$ cat src/rtl/addr_map_pkg.sv
// Shared address-map constants and the inclusive range compare used by the region decoder.
package addr_map_pkg;

    localparam int unsigned ADDR_W     = 32;
    localparam int unsigned WORD_SHIFT = 2;
    // Widest address the range compare supports; narrower addresses are zero-extended.
    localparam int unsigned MAX_ADDR_W = 64;

    localparam logic [ADDR_W-1:0] PROG_BASE  = 32'h0000_18C0;
    localparam logic [ADDR_W-1:0] PROG_LIMIT = 32'h0000_1CBF;
    localparam logic [ADDR_W-1:0] DATA_BASE  = 32'h0000_1CC0;
    localparam logic [ADDR_W-1:0] DATA_LIMIT = 32'h0000_20BF;

    function automatic logic in_range(input logic [MAX_ADDR_W-1:0] addr,
                                      input logic [MAX_ADDR_W-1:0] base,
                                      input logic [MAX_ADDR_W-1:0] limit);
        return (addr >= base) && (addr <= limit);
    endfunction

endpackage

$ cat src/rtl/addr_region_match.sv
// Combinational match of one address against one region: hit flag and word offset.
module addr_region_match #(
    parameter int unsigned ADDR_W     = 32,
    parameter int unsigned IDX_W      = 10,
    parameter int unsigned WORD_SHIFT = 2
) (
    input  logic [ADDR_W-1:0] addr_i,
    input  logic [ADDR_W-1:0] base_i,
    input  logic [ADDR_W-1:0] limit_i,
    output logic              hit_o,
    output logic [IDX_W-1:0]  index_o
);
    import addr_map_pkg::in_range;

    localparam int unsigned CmpW = addr_map_pkg::MAX_ADDR_W;

    logic [ADDR_W-1:0] offset;

    assign hit_o   = in_range(CmpW'(addr_i), CmpW'(base_i), CmpW'(limit_i));
    // Wraps modulo 2^ADDR_W; upper index bits are dropped without flagging.
    assign offset  = addr_i - base_i;
    assign index_o = IDX_W'(offset >> WORD_SHIFT);

endmodule

$ cat src/rtl/addr_decoding_multi.sv
// Registered multi-region address decoder with valid/ready handshake and fault capture.
module addr_decoding_multi #(
    parameter int unsigned                    ADDR_W       = addr_map_pkg::ADDR_W,
    parameter int unsigned                    NUM_REGIONS  = 2,
    parameter int unsigned                    IDX_W        = 10,
    parameter int unsigned                    WORD_SHIFT   = addr_map_pkg::WORD_SHIFT,
    parameter bit                             ALIGN_CHECK  = 1'b1,
    parameter logic [NUM_REGIONS*ADDR_W-1:0]  REGION_BASE  =
        {addr_map_pkg::DATA_BASE, addr_map_pkg::PROG_BASE},
    parameter logic [NUM_REGIONS*ADDR_W-1:0]  REGION_LIMIT =
        {addr_map_pkg::DATA_LIMIT, addr_map_pkg::PROG_LIMIT},
    parameter int unsigned                    CNT_W        = 8
) (
    input  logic                   clk_i,
    input  logic                   rst_ni,
    input  logic                   req_valid_i,
    output logic                   req_ready_o,
    input  logic [ADDR_W-1:0]      req_addr_i,
    output logic                   rsp_valid_o,
    input  logic                   rsp_ready_i,
    output logic [NUM_REGIONS-1:0] rsp_cs_o,
    output logic [IDX_W-1:0]       rsp_index_o,
    output logic                   rsp_err_o,
    input  logic                   fault_clr_i,
    output logic                   fault_valid_o,
    output logic [ADDR_W-1:0]      fault_addr_o,
    output logic [CNT_W-1:0]       fault_cnt_o
);

    logic [NUM_REGIONS-1:0] region_hit;
    logic [IDX_W-1:0]       region_index [NUM_REGIONS];

    for (genvar r = 0; r < NUM_REGIONS; r++) begin : g_region
        addr_region_match #(
            .ADDR_W     (ADDR_W),
            .IDX_W      (IDX_W),
            .WORD_SHIFT (WORD_SHIFT)
        ) u_match (
            .addr_i  (req_addr_i),
            .base_i  (REGION_BASE[r*ADDR_W +: ADDR_W]),
            .limit_i (REGION_LIMIT[r*ADDR_W +: ADDR_W]),
            .hit_o   (region_hit[r]),
            .index_o (region_index[r])
        );
    end

    logic misaligned;
    if (ALIGN_CHECK && (WORD_SHIFT > 0)) begin : g_align
        assign misaligned = |req_addr_i[WORD_SHIFT-1:0];
    end else begin : g_no_align
        assign misaligned = 1'b0;
    end

    logic                   pick_hit;
    logic [NUM_REGIONS-1:0] pick_cs;
    logic [IDX_W-1:0]       pick_index;
    logic                   dec_err;

    // Lowest-numbered hitting region wins on overlap.
    always_comb begin
        pick_hit   = 1'b0;
        pick_cs    = '0;
        pick_index = '0;
        for (int r = 0; r < NUM_REGIONS; r++) begin
            if (region_hit[r] && !pick_hit) begin
                pick_hit   = 1'b1;
                pick_cs[r] = 1'b1;
                pick_index = region_index[r];
            end
        end
    end

    assign dec_err = !pick_hit || misaligned;

    logic                   rsp_valid_q, rsp_valid_d;
    logic [NUM_REGIONS-1:0] rsp_cs_q, rsp_cs_d;
    logic [IDX_W-1:0]       rsp_index_q, rsp_index_d;
    logic                   rsp_err_q, rsp_err_d;
    logic                   fault_valid_q, fault_valid_d;
    logic [ADDR_W-1:0]      fault_addr_q, fault_addr_d;
    logic [CNT_W-1:0]       fault_cnt_q, fault_cnt_d;
    logic                   accept;

    assign req_ready_o = !rsp_valid_q || rsp_ready_i;
    assign accept      = req_valid_i && req_ready_o;

    always_comb begin
        rsp_valid_d = rsp_valid_q;
        rsp_cs_d    = rsp_cs_q;
        rsp_index_d = rsp_index_q;
        rsp_err_d   = rsp_err_q;
        if (accept) begin
            rsp_valid_d = 1'b1;
            rsp_cs_d    = dec_err ? '0 : pick_cs;
            rsp_index_d = dec_err ? '0 : pick_index;
            rsp_err_d   = dec_err;
        end else if (rsp_ready_i) begin
            rsp_valid_d = 1'b0;
        end
    end

    // A clear and a simultaneous error: the clear applies first, then the error is recorded.
    always_comb begin
        fault_valid_d = fault_valid_q;
        fault_addr_d  = fault_addr_q;
        fault_cnt_d   = fault_cnt_q;
        if (fault_clr_i) begin
            fault_valid_d = 1'b0;
            fault_addr_d  = '0;
            fault_cnt_d   = '0;
        end
        if (accept && dec_err) begin
            if (!fault_valid_d) begin
                fault_valid_d = 1'b1;
                fault_addr_d  = req_addr_i;
            end
            if (fault_cnt_d != {CNT_W{1'b1}}) begin
                fault_cnt_d = fault_cnt_d + CNT_W'(1);
            end
        end
    end

    always_ff @(posedge clk_i or negedge rst_ni) begin
        if (!rst_ni) begin
            rsp_valid_q   <= 1'b0;
            rsp_cs_q      <= '0;
            rsp_index_q   <= '0;
            rsp_err_q     <= 1'b0;
            fault_valid_q <= 1'b0;
            fault_addr_q  <= '0;
            fault_cnt_q   <= '0;
        end else begin
            rsp_valid_q   <= rsp_valid_d;
            rsp_cs_q      <= rsp_cs_d;
            rsp_index_q   <= rsp_index_d;
            rsp_err_q     <= rsp_err_d;
            fault_valid_q <= fault_valid_d;
            fault_addr_q  <= fault_addr_d;
            fault_cnt_q   <= fault_cnt_d;
        end
    end

    assign rsp_valid_o   = rsp_valid_q;
    assign rsp_cs_o      = rsp_cs_q;
    assign rsp_index_o   = rsp_index_q;
    assign rsp_err_o     = rsp_err_q;
    assign fault_valid_o = fault_valid_q;
    assign fault_addr_o  = fault_addr_q;
    assign fault_cnt_o   = fault_cnt_q;

endmodule

$ cat config.mk
export PLATFORM = sky130hd
export DESIGN_NAME = addr_decoding_multi
export DESIGN_NICKNAME = d
export VERILOG_FILES = /design/src/rtl/addr_map_pkg.sv /design/src/rtl/addr_region_match.sv /design/src/rtl/addr_decoding_multi.sv
export SDC_FILE = /design/constraint.sdc
export NUM_CORES = 1
export LEC_CHECK = 0
export BUFFER_PORTS_ARGS = -buffer_cell sky130_fd_sc_hd__buf_2
export CAP_MARGIN = 40
export CORE_MARGIN = 2
export CORE_UTILIZATION = 49
export CTS_BUF_LIST = sky130_fd_sc_hd__clkbuf_16
export CTS_CLUSTER_SIZE = 25
export DETAILED_ROUTE_END_ITERATION = 12
export HOLD_SLACK_MARGIN = 0.08
export PLACE_DENSITY = 0.92
export SLEW_MARGIN = 0
export SYNTH_ARGS = -nofsm -noshare
export SYNTH_HDL_FRONTEND = slang
export SYNTH_SLANG_ARGS = --single-unit
$ cat constraint.sdc
create_clock -name clk_i -period 2.7 [get_ports clk_i]
set_clock_uncertainty 0.2 [all_clocks]
set_input_delay 0.54 -clock clk_i [delete_from_list [all_inputs] [get_ports clk_i]]
set_output_delay 0.54 -clock clk_i [all_outputs]
set_load 0.01 [all_outputs]
Word level (Yosys, flattened, before mapping) --
Index checks and enable logic that the tools add are counted.
Storage, ports and cells: bits in registers 55, input port bits 37, output and inout port bits 56, logic and storage cells 44
Cells by class: add/sub/neg operators 3, order comparisons 4, equal/unequal tests 1, multiplexer cells 17, reduce and logical (&&, ||, !) cells 12
Operator list (number):
- $mux 32 | 3
- $ge 32x13->1 const B | 2
- $le 32x13->1 const B | 1
- $le 32x14->1 const B | 1
- $mux 10 | 3
- $mux 8 | 3
- $sub 12x12->12 const B | 2
- $add 8x1->8 const B | 1
- $ne 8x8->1 const B | 1
- $mux 1 | 7
- $logic_and 1x1->1 | 5
- $logic_not 1->1 | 3
- $logic_or 1x1->1 | 2
- $mux 2 | 1
- $reduce_bool 2->1 | 1
- $reduce_or 2->1 | 1

Logic depth before layout (Yosys ltp) --
Gate-level depths: netlist of run 1.
depth in word-level cells 10, gate-level depth with buffers 10, gate-level depth less buffers 8

Modules after synthesis --
A second synthesis of run 1 with hierarchy kept.
Unflattened totals: cell total of the unflattened synthesis 776, area, all modules 6089.6 µm²
By module, submodules not included:
- addr_region_match | times used 2, cells each 262, area an instance 1839.3 µm², sequential area each 0.0 µm²
- addr_decoding_multi | times used 1, cells each 252, area an instance 2411.1 µm², sequential area each 1376.3 µm²

Least setup slack after synthesis of run 1 --
Ideal clock, no wire load.
path type input port to flip-flop, start point in req_addr_i[6], end point reg fault_addr_q[10], in the netlist fault_addr_o[10], setup time 0.121 ns, arrival time 2.185 ns, data required time 2.379 ns, slack 0.194 ns, cell stages on the path 8, buffers on the path 1, cell sequence ha_1 or3_1 or2_1 and4_4 o21ai_4 a21oi_2 buf_2 a22o_1
Between the ends: word-level cells in the longest chain between the ends 10, elaborated cells on any way between the ends 14, those cells by class order compare: 4; mux: 3; reduce/logical: 7
Ends and longest elaborated chain:
- start: declaration | line addr_decoding_multi.sv:18 | input logic [ADDR_W-1:0] req_addr_i,
- $ge 32x13->1 or $le 32x13->1 (tied branches) | line addr_map_pkg.sv:17 | return (addr >= base) && (addr <= limit);
- $logic_and 1x1->1 | line addr_map_pkg.sv:17
- $mux 1 | line addr_decoding_multi.sv:65 | if (region_hit[r] && !pick_hit) begin
- $logic_not 1->1 | line addr_decoding_multi.sv:65
- $logic_and 1x1->1 | line addr_decoding_multi.sv:65
- $mux 1 (*) | line addr_decoding_multi.sv:65
- $logic_not 1->1 (*) | line addr_decoding_multi.sv:73 | assign dec_err = !pick_hit || misaligned;
- $logic_or 1x1->1 (*) | line addr_decoding_multi.sv:73
- $logic_and 1x1->1 (*) | line addr_decoding_multi.sv:112 | if (accept && dec_err) begin
- $mux 32 (*) | line addr_decoding_multi.sv:112
- via fault_addr_d[10] | line addr_decoding_multi.sv:80 | logic [ADDR_W-1:0] fault_addr_q, fault_addr_d;
- end signal: assignment | line addr_decoding_multi.sv:138 | fault_addr_q <= fault_addr_d;
- end: declaration | line addr_decoding_multi.sv:80
Mark *: on every way through the listed nets, which the timed path passes. The rest lies on a longest branch. A chain may end at the register's enable or synchronous reset.

Final worst setup path of run 1 --
start point in req_addr_i[6], end point reg fault_cnt_q[1], in the netlist fault_cnt_o[1]
Between the ends: word-level cells in the longest chain between the ends 10, elaborated cells on any way between the ends 14, those cells by class order compare: 4; mux: 3; reduce/logical: 7
Ends and longest elaborated chain:
- $ge 32x13->1 or $le 32x13->1 (tied branches) | line addr_map_pkg.sv:17
- $logic_and 1x1->1 | line addr_map_pkg.sv:17
- $mux 1 | line addr_decoding_multi.sv:65
- $logic_not 1->1 | line addr_decoding_multi.sv:65
- $logic_and 1x1->1 | line addr_decoding_multi.sv:65
- $mux 1 (*) | line addr_decoding_multi.sv:65
- $logic_not 1->1 (*) | line addr_decoding_multi.sv:73
- $logic_or 1x1->1 (*) | line addr_decoding_multi.sv:73
- $logic_and 1x1->1 (*) | line addr_decoding_multi.sv:112
- $mux 8 (*) | line addr_decoding_multi.sv:112
- via fault_cnt_d[1] | line addr_decoding_multi.sv:81 | logic [CNT_W-1:0] fault_cnt_q, fault_cnt_d;
- end signal: assignment | line addr_decoding_multi.sv:139 | fault_cnt_q <= fault_cnt_d;
- end: declaration | line addr_decoding_multi.sv:81
Marked as above.

==> impl_metrics.tcl, run 1 <==
set metrics [dict create \
    status "finished, final reports clean" \
    crit_start "req_addr_i[6]" \
    syn_inst 217 \
    die-area_um2 5573 \
    grt_use_total_pct 22.92 \
    hp-start "req_valid_i" \
    gp_congestion 0.8695 \
    clk_pin_slew_worst_paths_ns 0.07 \
    synthFlopType "dfrtp_1" \
    layout_commonest_cell "buf_2" \
    topRoutingLayerUsed "met4" \
    ir_worst_vdd_uv 266.8 \
    htree_num_levels 2 \
    async_flop_share_pct 100.0 \
    hold_slack_ns 0.2657 \
    cts_made_buffers 5 \
    crit_chain "buf_2 -> ha_1 -> or3_1 -> a211oi_1 -> o2bb2ai_1 -> o21ai_4 -> buf_4 -> nand2_1 -> mux2_2" \
    cp_slowest_cell "or3_1" \
    worst_slack_ns 0.2886 \
    dr_wl_met2_um 2796 \
    crit_family "compound AO/OA/AOI/OAI gates" \
    ctsResizeCount 0 \
    mostFrequentLayoutCells "92 x buf_2, 55 x dfrtp_1, 32 x a22o_1" \
    die_x_um 74.66 \
    ys_seq_elements 55 \
    crit_type "primary input to register" \
    finalSetupTns_ns 0 \
    finalNonFillerCells 386 \
    antennaDiodeCount 0 \
    final_cell_area_um2 3193 \
    tightest_slew_ns 0.4491 \
    place_ws_ns 0.002178 \
    clkLatencyLatePin_ns 0.29 \
    drt_pass1_iterations 4 \
    power.switching_mw 0.4879 \
    comb_power_share_pct 15.4 \
    cp_num_buf_inv 2 \
    grt_pass1_wl_um 9604 \
    start_util_pct 51.45 \
    syn_nets 257 \
    p_clk_share_pct 35.1 \
    grt_start_max_net_pins 33 \
    relSlewSlack_pct 70.06 \
    drtIter0Drc 131 \
    cts.sinks 55 \
    routed-via-count 2140 \
    period_minus_slack_ns 2.411 \
    dp_hpwl_um 4497 \
    synth_top_cell_by_area "dfrtp_1" \
    tritoncts "done" \
    placed_cells 377 \
    endpoint_kind "register" \
    fp-row-count 25 \
    period_share_pct 89.31 \
    power_frac_seq_pct 49.5 \
    ys_seq_area_share_pct 56.27 \
    final_antenna_net_count 0 \
    slowest_delay_ns 0.33 \
    rsz0062_at_grt "no" \
    placed_area_um2 3033 \
    p_leak_nw 1.726 \
    antenna_found_initial 0 \
    yosysWarnings 0 \
    worstPathMaxFanout 8 \
    p_int_mw 1.350 \
    postLayoutCoreUtil_pct 67.16 \
    nNetsFinal 358 \
    viasPerCell 5.544 \
    syn_to_final_growth_pct 30.54 \
    synthDistinctLibCells 35 \
    setup_viol 0 \
    netlist_area_um2 2446 \
    postCtsSetupBuffers 0 \
    avgSynthCellArea_um2 11.27 \
    maxCapViolCount 0 \
    power_mw 1.838 \
    p_sw_share_pct 26.54 \
    drt_wl_total_um 6117 \
    port_buffers 92 \
    timing.rr.start "fault_cnt_o[0]" \
    synth_area_leaders "dfrtp_1 56%, a22o_1 11%, nand2_1 3.8%, o31ai_1 2.5%, nand3_1 1.8%" \
    synth_edf_count 0 \
    layout-drive-gt1-share_pct 36.99 \
    wl_per_cell_um 15.85 \
    clockBufferDepth 2 \
    clock-root-buffer "clkbuf_16" \
    die_y_um 74.66 \
    cp.arrival_ns 2.39 \
    p_per_area_nw_per_um2 575.7 \
    drcViolationCount 0 \
    grt_pass1_vias 2020 \
    hold_buffers 1 \
    overflow 0 \
    met1_length_um 2799 \
    finalMaxSlewViolations 0 \
    coreArea_um2 4755 \
    critPathRequiredTime_ns 2.68 \
    hp-class "primary input to register" \
    max_freq_mhz 414.7 \
    boundaryPins 93 \
    wl_met3_um 400 \
    yosysTopAreaCellShare_pct 56.27 \
    worstSetupStartpointType "primary input" \
    hold_viol 0 \
]
## power by group through the flow
stage	sequential, mW	clock [mW]	combinational [mW]
2_1_floorplan	0.948	0	0.114
3_3_place_gp	0.922	0	0.276
3_5_place_dp	0.924	0	0.284
4_1_cts	0.909	0.657	0.286
5_1_grt	0.916	0.695	0.313
6_report	0.909	0.645	0.284
## area by class of cell
type,instances,area [um^2]
Fill cell,379,1562
Sequential cell,55,1376
Multi-Input combinational cell,144,967.2
Timing Repair Buffer,106,593.1
Clock buffer,5,125.1
Tap cell,67,83.83
Clock inverter,3,25.02
Inverter,6,22.52
## cell families after synthesis
| family | count (synthesis) | synth area share (%) |
|---|---|---|
| AND/OR/NAND/NOR | 80 | 16.73 |
| adder cells (fa/ha/maj) | 3 | 1.535 |
| multiplexers | 6 | 2.558 |
| XOR/XNOR | 4 | 1.432 |
| AO/OA/AOI/OAI | 51 | 17.29 |
| buffers and inverters | 18 | 4.194 |
| flip-flops | 55 | 56.27 |
## cells in the mapped netlist (5+ instances only)
cell / instances
and3_1: 6
o31ai_1: 8
nand3_1: 9
nand2_1: 25
dfrtp_1: 55
nor2_1: 11
nor2b_1: 5
a22o_1: 32
nor4_1: 5
nand2b_1: 7
inv_1: 6
## sequential cells by signal, summed over array words and instances, names as in the netlist
register	count
fault_addr_o	32
rsp_valid_o	1
fault_valid_o	1
rsp_index_o	10
rsp_cs_o	2
rsp_err_o	1
fault_cnt_o	8
## worst paths after layout
check | to | slack, ns | cells past startpoint
min in group asynchronous | fault_addr_o[18] | 0.53 | 2
max in group asynchronous | rsp_index_o[0] | 1.16 | 3
max reg2reg | fault_cnt_o[1] | 0.56 | 7
min | rsp_valid_o | 0.27 | 2
min reg2reg | rsp_index_o[0] | 0.27 | 2
max | fault_cnt_o[1] | 0.29 | 9
## worst register-to-register path, stage by stage, from the launching register on
cell     delay, ns
dfrtp_1       0.39
nor2b_1       0.23
ha_1          0.23
and3_1        0.20
and3_1        0.23
nor2_1        0.09
nand2_1       0.12
mux2_2        0.34
## layer usage
metal,global-route usage [%],vias up
met4,8.929,0
met3,5.087,14
met1,30.53,1036
li1,-,987
met2,36.87,103
met5,0,-
No activity file was read; power rests on OpenSTA's default activity.
==> run 2, diff against run 1 <==
- CORE_UTILIZATION: 49 -> 59
- PLACE_DENSITY: 0.92 -> 0.94
- SLEW_MARGIN: 0 -> not set
- SYNTH_HIERARCHICAL: not set -> 1
==> run 2 against run 1 <==
Compared with the run above:
- the run now fails in global routing (5_1_grt)
- area after synthesis grew 150%
- synthesized cell count grew to 3.6 times the previous value
==> impl_metrics.tcl, run 2 <==
set metrics [dict create \
    netlist_area_um2 6090 \
    error "[ERROR GRT-0232] Routing congestion too high. Check the congestion heatmap in the GUI." \
    synthDistinctLibCells 46 \
    ys_seq_area_share_pct 22.60 \
    ys_top_cells_by_count "133 x inv_1, 128 x ha_1, 86 x nand2_1" \
    hold_buffers 0 \
    worstEpCategory "sequential cell input" \
    syn_inst 776 \
    ys_seq_elements 55 \
    htree_num_levels 2 \
    synth_top_cell_by_area "ha_1" \
    yosysWarnings 6 \
    async_flop_share_pct 100.0 \
    clock-root-buffer "clkbuf_16" \
    synth_edf_count 0 \
    die_x_um 105.6 \
    status "did not finish" \
    avgSynthCellArea_um2 7.847 \
    yosysTopAreaCellShare_pct 26.30 \
    yosysMostFrequentCell "inv_1" \
    die_y_um 105.6 \
    synthFlopType "dfrtp_1" \
    gp_congestion 0.8977 \
    overflow 50 \
    clockBufferDepth 2 \
    cts_made_buffers 5 \
    synth_area_leaders "ha_1 26%, dfrtp_1 23%, inv_1 8.2%, nand2_1 5.3%, o21ai_0 5.3%" \
    lastStage "global routing (5_1_grt)" \
    dp_hpwl_um 14460 \
    cts.sinks 55 \
    grt_use_total_pct 76.76 \
    placed_area_um2 8055 \
    start_util_pct 59.79 \
    fp-row-count 37 \
    port_buffers 92 \
    grt_start_max_net_pins 56 \
    grt-worst-endpoint "fault_addr_o[30]$_DFF_PN0_/D" \
    boundaryPins 93 \
]
-- run 2: metrics by stage --
stage | hold slack (ns) | std cells | setup TNS [ns] | setup WS, ns
after floorplan | 0.04441 | 902 | -13.71 | -0.3776
after global placement | 0.2559 | 1221 | -39.95 | -0.8441
after detailed placement | 0.2655 | 1221 | -48.79 | -1.051
after CTS | 0.1895 | 1248 | -17.86 | -0.4516
-- run 2: what timing repair did --
item                                   in CTS
resized for setup                          74
endpoints found under the hold margin       0
pin swaps                                  19
setup endpoints to repair                  53
setup buffers                              14
gates cloned                                5
-- run 2: layer usage --
| metal | GRT usage (%) | GRT overflow |
|---|---|---|
| met1 | 75.82 | 1 |
| met2 | 96.27 | 28 |
| met3 | 56.09 | 0 |
| met4 | 80.45 | 21 |
| met5 | 27.14 | 0 |
-- run 2: cells by family after synthesis --
kind of cell | count (synthesis) | share of synthesized area (%)
flip-flops | 55 | 22.60
AO/OA/AOI/OAI | 196 | 20.36
AND/OR/NAND/NOR | 229 | 18.94
buffers and inverters | 150 | 9.369
adder cells (fa/ha/maj) | 128 | 26.30
other | 2 | 0.1233
XOR/XNOR | 16 | 2.301
==> run 3, diff against run 2 <==
- CORE_UTILIZATION: 59 -> 40
- CTS_BUF_LIST: sky130_fd_sc_hd__clkbuf_16 -> not set
- CTS_CLUSTER_SIZE: 25 -> not set
- HOLD_SLACK_MARGIN: 0.08 -> not set
- PLACE_DENSITY: 0.94 -> not set
- PLACE_DENSITY_LB_ADDON: not set -> 0.15
==> run 3 against run 2 <==
Compared with the run above:
- the flow now finishes, with violations (setup timing)
- area after synthesis did not move
- synthesized cell count stayed put
==> impl_metrics.tcl, run 3 <==
set metrics [dict create \
    placed_area_um2 8175 \
    relSlewSlack_pct 25.16 \
    antennaDiodeCount 0 \
    gp_congestion 0.7861 \
    worstPathMaxFanout 5 \
    die-area_um2 16230 \
    endpoint_kind "register" \
    layout-drive-gt1-share_pct 35.44 \
    final_antenna_net_count 0 \
    finalMaxSlewViolations 0 \
    hp-class "primary input to asynchronous set/reset pin" \
    syn_inst 776 \
    coreArea_um2 15030 \
    critPathRequiredTime_ns 2.69 \
    crit_chain "buf_4 -> ha_1 -> and4_4 -> a221oi_4 -> nor2_2 -> a2111oi_4 -> a32oi_2 -> or2_4 -> buf_6 -> a211o_4 -> buf_12 -> nor4b_4 -> nor3_2" \
    p_per_area_nw_per_um2 327.6 \
    cts.sinks 55 \
    cp.arrival_ns 3.16 \
    netlist_area_um2 6090 \
    rsz0062_at_grt "yes" \
    synthDistinctLibCells 46 \
    crit_type "primary input to register" \
    power_frac_seq_pct 28.5 \
    p_int_mw 2.071 \
    dp_hpwl_um 12830 \
    cts_made_buffers 5 \
    failed_checks "setup timing" \
    grt_use_total_pct 22.88 \
    finalNonFillerCells 1325 \
    tightest_slew_ns 1.114 \
    final_cell_area_um2 9962 \
    htree_num_levels 2 \
    overflow 0 \
    status "complete, but fails checks" \
    clkLatencyLatePin_ns 0.31 \
    p_sw_share_pct 36.54 \
    hold_slack_ns 0.03570 \
    drt_wl_total_um 18810 \
    clockBufferDepth 2 \
    boundaryPins 93 \
    clock-root-buffer "clkbuf_16" \
    drt_pass1_iterations 4 \
    tritoncts "done" \
    finalSetupTns_ns -18.89 \
    synth_area_leaders "ha_1 26%, dfrtp_1 23%, inv_1 8.2%, nand2_1 5.3%, o21ai_0 5.3%" \
    placed_cells 1277 \
    synthFlopType "dfrtp_1" \
    slowest_delay_ns 0.35 \
    layout_commonest_cell "inv_1" \
    grt_start_max_net_pins 39 \
    grt_pass1_vias 5944 \
    max_freq_mhz 315.3 \
    multi_input_area_um2 5665 \
    comb_power_share_pct 48.9 \
    p_clk_share_pct 22.6 \
    mostFrequentLayoutCells "133 x inv_1, 128 x conb_1, 122 x buf_4" \
    yosysWarnings 6 \
    async_flop_share_pct 100.0 \
    drtIter0Drc 303 \
    setup_viol 53 \
    die_x_um 127.4 \
    fillCellCount 1249 \
    largest_reg_flops 32 \
    period_share_pct 117.5 \
    port_buffers 92 \
    ys_seq_area_share_pct 22.60 \
    ys_seq_elements 55 \
    routed-via-count 6347 \
    worst_slack_ns -0.4715 \
    synth_top_cell_by_area "ha_1" \
    register_area_um2 1376 \
    hold_buffers 0 \
    hold_viol 0 \
    ir_worst_vdd_uv 246.3 \
    power.switching_mw 1.193 \
    nNetsFinal 1301 \
    grt_pass1_wl_um 29920 \
    avgSynthCellArea_um2 7.847 \
    wl_per_cell_um 14.20 \
    postLayoutCoreUtil_pct 66.27 \
    power_mw 3.264 \
    maxCapViolCount 0 \
    ys_top_cells_by_count "133 x inv_1, 128 x ha_1, 86 x nand2_1" \
    cp_slowest_cell "a211o_4" \
    worstSetupStartpointType "primary input" \
    fp-row-count 45 \
    drcViolationCount 0 \
    viasPerCell 4.790 \
    antenna_found_initial 0 \
    yosysMostFrequentCell "inv_1" \
    period_minus_slack_ns 3.171 \
    p_leak_nw 4.796 \
    die_y_um 127.4 \
    clk_pin_slew_worst_paths_ns 0.08 \
    yosysTopAreaCellShare_pct 26.30 \
    synth_edf_count 0 \
    place_ws_ns -0.8724 \
    syn_to_final_growth_pct 63.59 \
    start_util_pct 40.51 \
]
==> run 3: cell counts after synthesis <==
No cell type changed its count.
==> run 3: kinds of logic (layout without fill, tap and decap cells) <==
kind of cell             Yosys count  in the layout  synth area share, %
other                              2            128               0.1233
AND/OR/NAND/NOR                  229            229                18.94
adder cells (fa/ha/maj)          128            128                26.30
XOR/XNOR                          16             16                2.301
AO/OA/AOI/OAI                    196            196                20.36
flip-flops                        55             55                22.60
buffers and inverters            150            385                9.369
==> run 3: metal layers <==
metal	GRT usage [%]	vias up	share of wire, %
met4	3.620	0	1.2
met5	0	-	0
li1	-	3290	-
met1	31.53	2937	47
met3	2.973	17	3.0
met2	39.07	103	49
==> run 3: timing repair <==
| item | 4_1_cts | 5_1_grt |
|---|---|---|
| pin swaps | 69 | 23 |
| gates resized for setup | 177 | 63 |
| hold endpoints to repair | 0 | 0 |
| buffers inserted | 26 | 8 |
| cloned | 7 | 2 |
| setup endpoints to repair | 53 | 54 |
==> run 3: worst paths after layout <==
check / start / endpoint / slack [ns] / depth (start not counted)
hold / removal: rst_ni / rsp_index_o[5] / 0.04 / 1
setup reg to reg: fault_cnt_o[5] / fault_cnt_o[1] / 0.46 / 4
setup / recovery: req_addr_i[23] / fault_cnt_o[6] / -0.47 / 13
min in group clk_i: req_addr_i[24] / fault_addr_o[24] / 0.26 / 3
max in group asynchronous: rst_ni / fault_addr_o[29] / 1.68 / 2
hold reg to reg: rsp_index_o[4] / rsp_index_o[4] / 0.28 / 2
==> run 3: critical path: cells and delay by family <==
family | cells | cell delay [ns]
compound gates | 4 | 1.09
fa+ha+maj | 1 | 0.27
buf+inv | 3 | 0.39
simple gates | 5 | 0.85
==> run 3: final cells by class <==
type                            count  area share [%]
Multi-Input combinational cell    697           56.87
Clock inverter                      2          0.2010
Sequential cell                    55           13.82
Tap cell                          188           2.361
Inverter                          133           5.011
Timing Repair Buffer              244           20.35
Clock buffer                        6           1.394
==> run 3: power by group through the flow <==
stage          Sequential, mW  Combinational, mW  Clock [mW]
4_1_cts                 0.929               1.47       0.746
2_1_floorplan           0.974              0.673           0
3_3_place_gp            0.944               1.17           0
5_1_grt                 0.940               1.77       0.787
6_report                0.931               1.60       0.737
3_5_place_dp            0.943               1.18           0
==> run 4, diff against run 3 <==
- CAP_MARGIN: 40 -> not set
- RECOVER_POWER: not set -> 25
==> run 4 against run 3 <==
Compared with the run above:
- the run still ends with setup timing left
- clock-buffer cell count unchanged
- non-clock buffer count unchanged
- sequential share of layout area about the same
- worst setup slack about the same
- utilization down 0.11 points
- design area down 0.16%
- sequential power about the same
- critical path depth unchanged
- combinational power about the same
==> impl_metrics.tcl, run 4 (same netlist as run 3, synthesis figures left out) <==
set metrics [dict create \
    nNetsFinal 1301 \
    grt_start_max_net_pins 39 \
    maxCapViolCount 0 \
    grt_use_total_pct 22.88 \
    crit_type "primary input to register" \
    boundaryPins 93 \
    clockBufferDepth 2 \
    p_leak_nw 4.788 \
    period_share_pct 117.5 \
    fp-row-count 45 \
    crit_chain "buf_4 -> ha_1 -> and4_4 -> a221oi_4 -> nor2_2 -> a2111oi_4 -> a32oi_2 -> or2_4 -> buf_6 -> a211o_4 -> buf_12 -> nor4b_4 -> nor3_2" \
    mostFrequentLayoutCells "133 x inv_1, 128 x conb_1, 122 x buf_4" \
    die_y_um 127.4 \
    dp_hpwl_um 12830 \
    cp.arrival_ns 3.16 \
    clock-root-buffer "clkbuf_16" \
    relSlewSlack_pct 6.899 \
    drt_wl_total_um 18810 \
    drt_pass1_iterations 4 \
    start_util_pct 40.51 \
    layout-drive-gt1-share_pct 35.36 \
    viasPerCell 4.791 \
    tritoncts "done" \
    worst_slack_ns -0.4715 \
    finalSetupTns_ns -18.89 \
    largest_reg_flops 32 \
    drtIter0Drc 303 \
    hold_slack_ns 0.2590 \
    hp-class "primary input to register" \
    failed_checks "setup timing" \
    die-area_um2 16230 \
    grt_pass1_vias 5944 \
    gp_congestion 0.7861 \
    worstSetupStartpointType "primary input" \
    critPathRequiredTime_ns 2.69 \
    cts.sinks 55 \
    cp_slowest_cell "a211o_4" \
    ir_worst_vdd_uv 246.3 \
    antenna_found_initial 0 \
    clk_pin_slew_worst_paths_ns 0.09 \
    grt_pass1_wl_um 29920 \
    drcViolationCount 0 \
    port_buffers 92 \
    layout_commonest_cell "inv_1" \
    cts_made_buffers 5 \
    period_minus_slack_ns 3.172 \
    routed-via-count 6348 \
    htree_num_levels 2 \
    tightest_slew_ns 1.397 \
    status "complete, but fails checks" \
    max_freq_mhz 315.3 \
    coreArea_um2 15030 \
    hold_viol 0 \
    syn_to_final_growth_pct 63.32 \
    endpoint_kind "register" \
    die_x_um 127.4 \
    final_antenna_net_count 0 \
    slowest_delay_ns 0.35 \
    antennaDiodeCount 0 \
    setup_viol 53 \
    overflow 0 \
    wl_per_cell_um 14.20 \
    rsz0062_at_grt "yes" \
    fillCellCount 1251 \
    worstPathMaxFanout 5 \
    finalMaxSlewViolations 0 \
    p_per_area_nw_per_um2 327.9 \
    clkLatencyLatePin_ns 0.31 \
    hold_buffers 0 \
]
-- run 4: power by group --
part / total (mW) / internal (mW) / switching, mW
clock: 0.737 / 0.380 / 0.357
sequential: 0.931 / 0.889 / 0.0419
combinational: 1.59 / 0.800 / 0.793
-- run 4: layout make-up --
| type | count | area [um^2] | share of cell area [%] |
|---|---|---|---|
| clock buffers | 6 | 138.9 | 1.396 |
| inverters | 133 | 499.2 | 5.020 |
| well taps | 188 | 235.2 | 2.365 |
| clock inverters | 2 | 20.02 | 0.2013 |
| repair buffers | 244 | 2011 | 20.22 |
| multi-input cells | 697 | 5665 | 56.96 |
| flip-flops and latches | 55 | 1376 | 13.84 |
-- run 4: what timing repair did --
item	CTS	global route
pin swaps	69	23
gates resized for setup	177	63
buffers inserted	26	8
cloned	7	2
endpoints found under the setup margin	53	54
hold endpoints to repair	0	0
-- run 4: path summary, 6_finish.rpt --
check,from,endpoint,slack (ns),depth (start not counted)
max,req_addr_i[23],fault_cnt_o[6],-0.47,13
max reg2reg,fault_cnt_o[5],fault_cnt_o[1],0.46,4
min in group asynchronous,rst_ni,rsp_index_o[5],0.34,1
min reg2reg,rsp_index_o[4],rsp_index_o[4],0.28,2
max in group asynchronous,rst_ni,fault_addr_o[29],0.49,2
min,req_addr_i[24],fault_addr_o[24],0.26,3
-- run 4: through the flow --
step	total power, mW	utilization [%]	area, um^2	worst slack [ns]	cells
after floorplan	1.646	-	6713	-0.3776	902
after global placement	2.111	54.38	8175	-0.8591	1277
after detailed placement	2.120	54.38	8175	-0.8724	1277
after CTS	3.148	63.57	9557	-0.3731	1317
after global routing	3.490	66.16	9946	-0.5502	1325
final	3.261	66.16	9946	-0.4715	1325
-- run 4: metal layers --
layer	track usage [%]	share of wire (%)	up-vias
met1	31.53	47	2939
met4	3.620	1.2	0
li1	-	-	3290
met3	2.973	3.0	17
met5	0	0	-
met2	39.07	49	102
-- run 4: worst max-delay path, delay by kind of cell --
kind / cells / cell delay (ns)
and+or+nand+nor: 5 / 0.85
adders and majority gates: 1 / 0.27
AOI/OAI and AO/OA: 4 / 1.09
buffers and inverters: 3 / 0.39
